$ cat config.mk
export PLATFORM = sky130hd
export DESIGN_NAME = dpram_port_arbiter
export DESIGN_NICKNAME = d
export VERILOG_FILES = /design/src/rtl/dpram_port_arbiter.sv
export SDC_FILE = /design/constraint.sdc
export NUM_CORES = 1
export LEC_CHECK = 0
export BUFFER_PORTS_ARGS = -buffer_cell sky130_fd_sc_hd__buf_2
export CORE_MARGIN = 1.5
export CORE_UTILIZATION = 35
export DETAILED_ROUTE_END_ITERATION = 12
export PLACE_DENSITY = 0.85
export SETUP_SLACK_MARGIN = 0.5
export SYNTH_ARGS = -nofsm -noshare
export SYNTH_HDL_FRONTEND = slang
export SYNTH_SLANG_ARGS = --single-unit
$ cat constraint.sdc
create_clock -name clk -period 2.5 [get_ports clk]
set_input_delay 0.25 -clock clk [delete_from_list [all_inputs] [get_ports clk]]
set_output_delay 0.25 -clock clk [all_outputs]
set_load 0.005 [all_outputs]
$ cat src/rtl/dpram_port_arbiter.sv
// Round-robin arbiter sharing RAM port A between two clients, with read-data return.
// Define DPRAM_ARB_CLEAR_EN to zero-fill the RAM after reset before serving clients.
module dpram_port_arbiter #(
    parameter int ADDR_W = 12,
    parameter int DATA_W = 16
) (
    input  logic              clk,
    input  logic              rst_n,
    input  logic              r0_req,
    input  logic              r0_we,
    input  logic [ADDR_W-1:0] r0_addr,
    input  logic [DATA_W-1:0] r0_wdata,
    input  logic              r1_req,
    input  logic              r1_we,
    input  logic [ADDR_W-1:0] r1_addr,
    input  logic [DATA_W-1:0] r1_wdata,
    output logic              r0_gnt,
    output logic              r1_gnt,
    output logic              r0_rvalid,
    output logic              r1_rvalid,
    output logic [DATA_W-1:0] r0_rdata,
    output logic [DATA_W-1:0] r1_rdata,
    output logic              ram_ce,
    output logic              ram_we,
    output logic [ADDR_W-1:0] ram_addr,
    output logic [DATA_W-1:0] ram_write,
    input  logic [DATA_W-1:0] ram_read,
    output logic              busy
);

    typedef enum logic [1:0] {
        ST_RST   = 2'd0,
        ST_CLEAR = 2'd1,
        ST_RUN   = 2'd2
    } state_e;

    state_e state_q, state_d;
    logic   last_q, last_d;       // client served last: 0 = r0, 1 = r1
    logic   tag_vld_q, tag_vld_d;
    logic   tag_cli_q, tag_cli_d;
`ifdef DPRAM_ARB_CLEAR_EN
    logic [ADDR_W-1:0] cnt_q, cnt_d;
`endif

    always_ff @(posedge clk or negedge rst_n) begin
        if (!rst_n) begin
            state_q   <= ST_RST;
            last_q    <= 1'b1;
            tag_vld_q <= 1'b0;
            tag_cli_q <= 1'b0;
        end else begin
            state_q   <= state_d;
            last_q    <= last_d;
            tag_vld_q <= tag_vld_d;
            tag_cli_q <= tag_cli_d;
        end
    end

`ifdef DPRAM_ARB_CLEAR_EN
    always_ff @(posedge clk or negedge rst_n) begin
        if (!rst_n) begin
            cnt_q <= '0;
        end else begin
            cnt_q <= cnt_d;
        end
    end
`endif

    always_comb begin
        state_d   = state_q;
        last_d    = last_q;
        tag_vld_d = 1'b0;
        tag_cli_d = tag_cli_q;
        r0_gnt    = 1'b0;
        r1_gnt    = 1'b0;
        ram_ce    = 1'b0;
        ram_we    = 1'b0;
        ram_addr  = '0;
        ram_write = '0;
`ifdef DPRAM_ARB_CLEAR_EN
        cnt_d     = cnt_q;
`endif
        case (state_q)
            ST_RST: begin
`ifdef DPRAM_ARB_CLEAR_EN
                state_d = ST_CLEAR;
`else
                state_d = ST_RUN;
`endif
            end
`ifdef DPRAM_ARB_CLEAR_EN
            ST_CLEAR: begin
                ram_ce   = 1'b1;
                ram_we   = 1'b1;
                ram_addr = cnt_q;
                cnt_d    = cnt_q + 1'b1;
                if (cnt_q == '1) begin
                    state_d = ST_RUN;
                end
            end
`endif
            ST_RUN: begin
                // r0 wins a tie only when r1 was the one served last
                if (r0_req && (!r1_req || last_q)) begin
                    r0_gnt    = 1'b1;
                    ram_ce    = 1'b1;
                    ram_we    = r0_we;
                    ram_addr  = r0_addr;
                    ram_write = r0_wdata;
                    last_d    = 1'b0;
                    tag_vld_d = !r0_we;
                    tag_cli_d = 1'b0;
                end else if (r1_req) begin
                    r1_gnt    = 1'b1;
                    ram_ce    = 1'b1;
                    ram_we    = r1_we;
                    ram_addr  = r1_addr;
                    ram_write = r1_wdata;
                    last_d    = 1'b1;
                    tag_vld_d = !r1_we;
                    tag_cli_d = 1'b1;
                end
            end
            default: begin
                state_d = ST_RUN;
            end
        endcase
    end

    assign busy      = (state_q != ST_RUN);
    assign r0_rvalid = tag_vld_q & ~tag_cli_q;
    assign r1_rvalid = tag_vld_q &  tag_cli_q;
    assign r0_rdata  = r0_rvalid ? ram_read : '0;
    assign r1_rdata  = r1_rvalid ? ram_read : '0;

endmodule

==> results of run 1 <==
## final timing paths
kind                         from            to  slack (ns)  cells past startpoint
min reg2reg                last_q        last_q        0.54                      2
max reg2reg                last_q     tag_vld_q        1.17                      4
min in group asynchronous   rst_n     tag_vld_q        0.35                      2
max                        last_q  ram_write[4]        0.64                      4
min                         r1_we     tag_vld_q        0.22                      2
max in group asynchronous   rst_n        last_q        1.93                      2
## layer usage
layer,vias to the layer above,track usage,routed length (µm)
met2,82,0.386,1890
li1,808,-,-
met4,0,0.0714,53
met1,689,0.199,1450
met5,-,0,0
met3,4,0.0218,305
## cell usage in the layout (no fill, tap or decap), drive strengths merged
master and count:
dfrtp 3, nand2 61, nor2b 1, a21oi 2, nand2b 2, o22ai 29, and2 17, and3 16
dlygate4sd3 1, inv 1, nor2 4, conb 1, buf 147, o32ai 1, a31oi 2, dfstp 1
clkbuf 4
## area by class of cell
type / count / area (µm²)
inverters: 1 / 3.75
multi-input cells: 136 / 881
flip-flops and latches: 4 / 103
fillers: 305 / 1210
clock buffers: 4 / 26.3
well taps: 44 / 55.1
repair buffers: 148 / 753
## power breakdown
part	switching, mW	leakage, nW	internal [mW]
clock	0.0272	0.0150	0.0599
combinational	0.156	1.06	0.155
sequential	0.0141	0.0461	0.0752
## what timing repair did
item | in CTS | in global routing
gates resized for setup | 0 | 0
hold buffers | 1 | 0
buffers inserted | 0 | 0
hold endpoints to repair | 3 | 0
## flip-flops by register name, indices dropped and copies added (netlist names)
name       cells
last_q         1
state_q        1
tag_cli_q      1
tag_vld_q      1
## logic make-up after synthesis
group,count (synthesis),synth area share
other,1,0.00338
DFF,4,0.0914
and+or+nand+nor,101,0.441
AOI/OAI and AO/OA,34,0.350
buffers and inverters,17,0.114
==> flow_summary.yaml, run 1 <==
sta:
  worst_slew_pin_slew_ns: 0.543
  hold_violations: 0
  fin_skew_ns: 0.00546
  timing.final.crit_share: 0.744
  setup_ws_ns: 0.641
  slew_headroom: 0.638
  fmax_ghz: 0.538
  tns_ns: 0
  rsz0062_at_grt: "no"
  setup_violations: 0
  holdWs_ns: 0.224
  fin_crit_ns: 1.86
  drv_slew: 0
floorplan:
  start_util: 0.366
  num_rows: 20
  dieArea_um2: 3510
  ioPinCount: 145
  core_um2: 3030
  chipWidth_um: 59.3
  die_h_um: 59.3
setup_path:
  crit_chain: "nand2b_2 > nand2_4 > o22ai_2 > buf_2"
  worstPathMaxFanout: 31
  start_kind: "register"
  slowest_stage: "dfstp_2"
  path_buf_inv: 1
  worstSetupPathType: "register to output port"
  cpPeakStageDelay_ns: 0.54
  path_delay_family: "flip-flops"
  worst_ep_arrival_time_ns: 1.61
  worstPathRequired_ns: 2.25
  worstSetupEndpointType: "output port"
detailed_routing:
  remaining_drc_errors: 0
  drt_iter0_drc: 50
  vias_per_cell: 4.70
  antenna_left: 0
  first_pass_iters: 4
  wl_per_cell_um: 11.0
  totalWireLength_um: 3690
  vias: 1583
global_routing:
  grt_pass1_wl_um: 5340
  grt_pass1_vias: 1272
  grt_max_degree: 65
  antenna_found_initial: 0
  gr-usage-all-layers: 0.193
  grt-ovfl-total: 0
yosys:
  synth_top_area_frac: 0.316
  syn-num-nets: 235
  synth.most_common_cell: "nand2_1"
  ys.flop_type: "dfrtp_1"
  seq_area_frac_synth: 0.0914
  yosys-top-cells-area: "o22ai_2 32%, nand2_1 20%, and2_1 9.6%"
  syn_area_per_cell_um2: 7.06
  synth-seq-cells: 4
  mappedNetlistArea_um2: 1110
  synth_edf_count: 0
  synth_cell_types: 21
  async_flop_share: 1.00
  yosysTopAreaCell: "o22ai_2"
  synthCells: 157
  synth_common_cells: "59 x nand2_1, 28 x o22ai_2, 17 x and2_1, 16 x and3_1, 8 x buf_2"
  yosysWarnings: 0
clock_network:
  cts_tree: "done"
  insertion_delay_ns: 0.23
  cts_buffers: 3
  numClockSinks: 4
  htree_num_levels: 1
  clock_path_buffers: 2
  root_buffer: "clkbuf_4"
  clkTransAtPathRegs_ns: 0.04
placed_design:
  place_ws_ns: 0.879
  dpl_cell_area_um2: 1790
  dpl.cell_count: 332
  io_buffers: 144
  gp_congestion: 0.736
  detailed_place_hpwl_um: 2890
cells_and_area:
  layout-drive-gt1-share: 0.631
  stdcell_area_um2: 1820
  fin_cells: 337
  diodes: 0
  fin_util: 0.602
  nNetsFinal: 372
  syn_to_final_growth_pct: 64.3
power:
  ir_drop_mv: 0.301
  powerDensity_nw_per_um2: 268
  finalPower_mw: 0.488
  leakagePower_nw: 1.12
run:
  maxCapViolCount: 0
outcome:
  status: "complete, no violations"
min_path:
  hold_path_class: "primary input to register"
Note: power is estimated with default switching activity, not from simulation.
==> run 2, diff against run 1 <==
--- a/config.mk
+++ b/config.mk
@@ -7,9 +7,9 @@
 export LEC_CHECK = 0
 export BUFFER_PORTS_ARGS = -buffer_cell sky130_fd_sc_hd__buf_2
 export CORE_MARGIN = 1.5
-export CORE_UTILIZATION = 35
+export CORE_UTILIZATION = 29
 export DETAILED_ROUTE_END_ITERATION = 12
-export PLACE_DENSITY = 0.85
+export PLACE_DENSITY = 0.75
 export SETUP_SLACK_MARGIN = 0.5
 export SYNTH_ARGS = -nofsm -noshare
 export SYNTH_HDL_FRONTEND = slang
==> constraint.sdc (replaced) <==
create_clock -name clk -period 1.63 [get_ports clk]
set_input_delay 0.163 -clock clk [delete_from_list [all_inputs] [get_ports clk]]
set_output_delay 0.163 -clock clk [all_outputs]
set_load 0.005 [all_outputs]
==> run 2 against run 1 <==
  * Power rose by 130%
  * Critical path depth unchanged
  * Combinational power is 140% higher
  * Sequential cell count unchanged
  * Highest routed layer unchanged
==> flow_summary.yaml, run 2 (synthesis gave the netlist of run 1 again) <==
detailed_routing:
  totalWireLength_um: 5610
  vias: 1787
  antenna_left: 0
  wl_per_cell_um: 15.6
  drt_iter0_drc: 55
  remaining_drc_errors: 0
  vias_per_cell: 4.96
  first_pass_iters: 4
floorplan:
  ioPinCount: 145
  dieArea_um2: 4200
  num_rows: 22
  die_h_um: 64.8
  start_util: 0.303
  core_um2: 3660
  chipWidth_um: 64.8
power:
  p_switching_mw: 0.434
  ir_drop_mv: 0.393
  leakagePower_nw: 1.28
  internal_power_mw: 0.691
  powerDensity_nw_per_um2: 456
  power_frac_comb: 0.668
  p_seq_frac: 0.120
  p_clk_frac: 0.212
  switching_share: 0.386
  finalPower_mw: 1.12
cells_and_area:
  diodes: 0
  nNetsFinal: 391
  syn_to_final_growth_pct: 123
  layout-drive-gt1-share: 0.763
  fin_cells: 360
  final_cell_mix: "111 x buf_2, 59 x nand2_1, 43 x buf_6"
  layout.cells.most_common: "buf_2"
setup_path:
  worstSetupPathType: "register to output port"
  worstSetupEndpointType: "output port"
  worstPathMaxFanout: 8
  worst_ep_arrival_time_ns: 1.46
  start_kind: "register"
  worstPathRequired_ns: 1.47
global_routing:
  grt_pass1_vias: 1501
  grt_pass1_wl_um: 7160
  antenna_found_initial: 0
  gr-usage-all-layers: 0.216
  grt-ovfl-total: 0
  grt_max_degree: 24
sta:
  fmax_ghz: 0.617
  fin_skew_ns: 0.00918
  rsz0062_at_grt: "yes"
  timing.final.crit_share: 0.995
  drv_slew: 0
  hold_violations: 0
  setup_violations: 0
  fin_crit_ns: 1.62
outcome:
  status: "complete, no violations"
clock_network:
  clock_path_buffers: 2
  insertion_delay_ns: 0.23
  root_buffer: "clkbuf_8"
  cts_buffers: 3
  htree_num_levels: 1
  clkTransAtPathRegs_ns: 0.03
  cts_tree: "done"
  numClockSinks: 4
placed_design:
  io_buffers: 144
  gp_congestion: 0.716
  dpl.cell_count: 339
  detailed_place_hpwl_um: 2880
min_path:
  hold_path_class: "primary input to register"
run:
  maxCapViolCount: 0
[run 2: cell count changes in the layout (fill, tap and decap cells not counted), moves of 15 or more]
cell    before  now
buf_6        0   43
and2_1      17    2
and3_1      16    0
buf_2      144  111
and2_4       0   15
and3_4       0   16
[run 2: path summary, 6_finish.rpt]
| kind | depth (start not counted) | end | from | slack (ns) |
|---|---|---|---|---|
| max in group asynchronous | 2 | last_q | rst_n | 1.14 |
| worst max-delay path | 4 | ram_write[9] | last_q | 0.008 |
| min in group asynchronous | 2 | tag_cli_q | rst_n | 0.27 |
| worst max register to register | 3 | tag_vld_q | last_q | 0.47 |
| worst min-delay path | 2 | tag_vld_q | r1_we | 0.17 |
| worst min register to register | 3 | last_q | last_q | 0.70 |
[run 2: metal layers]
layer  part of all wire  wire (µm)  global-route usage  vias up
li1                   -          -                   -      853
met1               0.38       2140               0.271      829
met2               0.53       2960               0.376       95
met3              0.069        387              0.0469       10
met4              0.021        116              0.0452        0
met5                  0          0                   0        -
[run 2: layout make-up]
type | instances | area, µm²
Inverter | 1 | 16.3
Fill cell | 315 | 1190
Tap cell | 48 | 60.1
Sequential cell | 4 | 104
Clock buffer | 4 | 45.0
Multi-Input combinational cell | 139 | 1070
Timing Repair Buffer | 164 | 1170
[run 2: worst max-delay path: stages, from the launching register on]
cell and delay (ns):
dfstp_2 0.54, nand2b_4 0.25, nand2_8 0.12, o22ai_2 0.17, buf_2 0.15
[run 2: per-stage QoR]
stage	instance area (µm²)	hold WS, ns	setup slack [ns]	TNS, ns	util
6_report	2470	0.171	0.00801	0	0.674
5_1_grt	2470	0.192	-0.0222	-0.254	0.674
4_1_cts	2180	0.170	0.0430	0	0.596
3_5_place_dp	1850	-0.0258	0.143	0	0.504
3_3_place_gp	1850	-0.0276	0.149	0	0.504
2_1_floorplan	1130	-0.133	0.461	0	-
[run 2: power groups by stage]
stage / Combinational, mW / Clock (mW) / Sequential [mW]
after CTS: 0.628 / 0.241 / 0.132
after global placement: 0.507 / 0 / 0.131
after global routing: 0.806 / 0.249 / 0.136
after detailed placement: 0.512 / 0 / 0.132
final: 0.751 / 0.238 / 0.135
after floorplan: 0.314 / 0 / 0.130
[run 2: what timing repair did]
item,CTS,global route
hold buffers,1,0
setup endpoints to repair,68,68
cloned,6,2
resized for setup,39,50
endpoints found under the hold margin,4,0
pin swaps,18,5
setup buffers,4,4
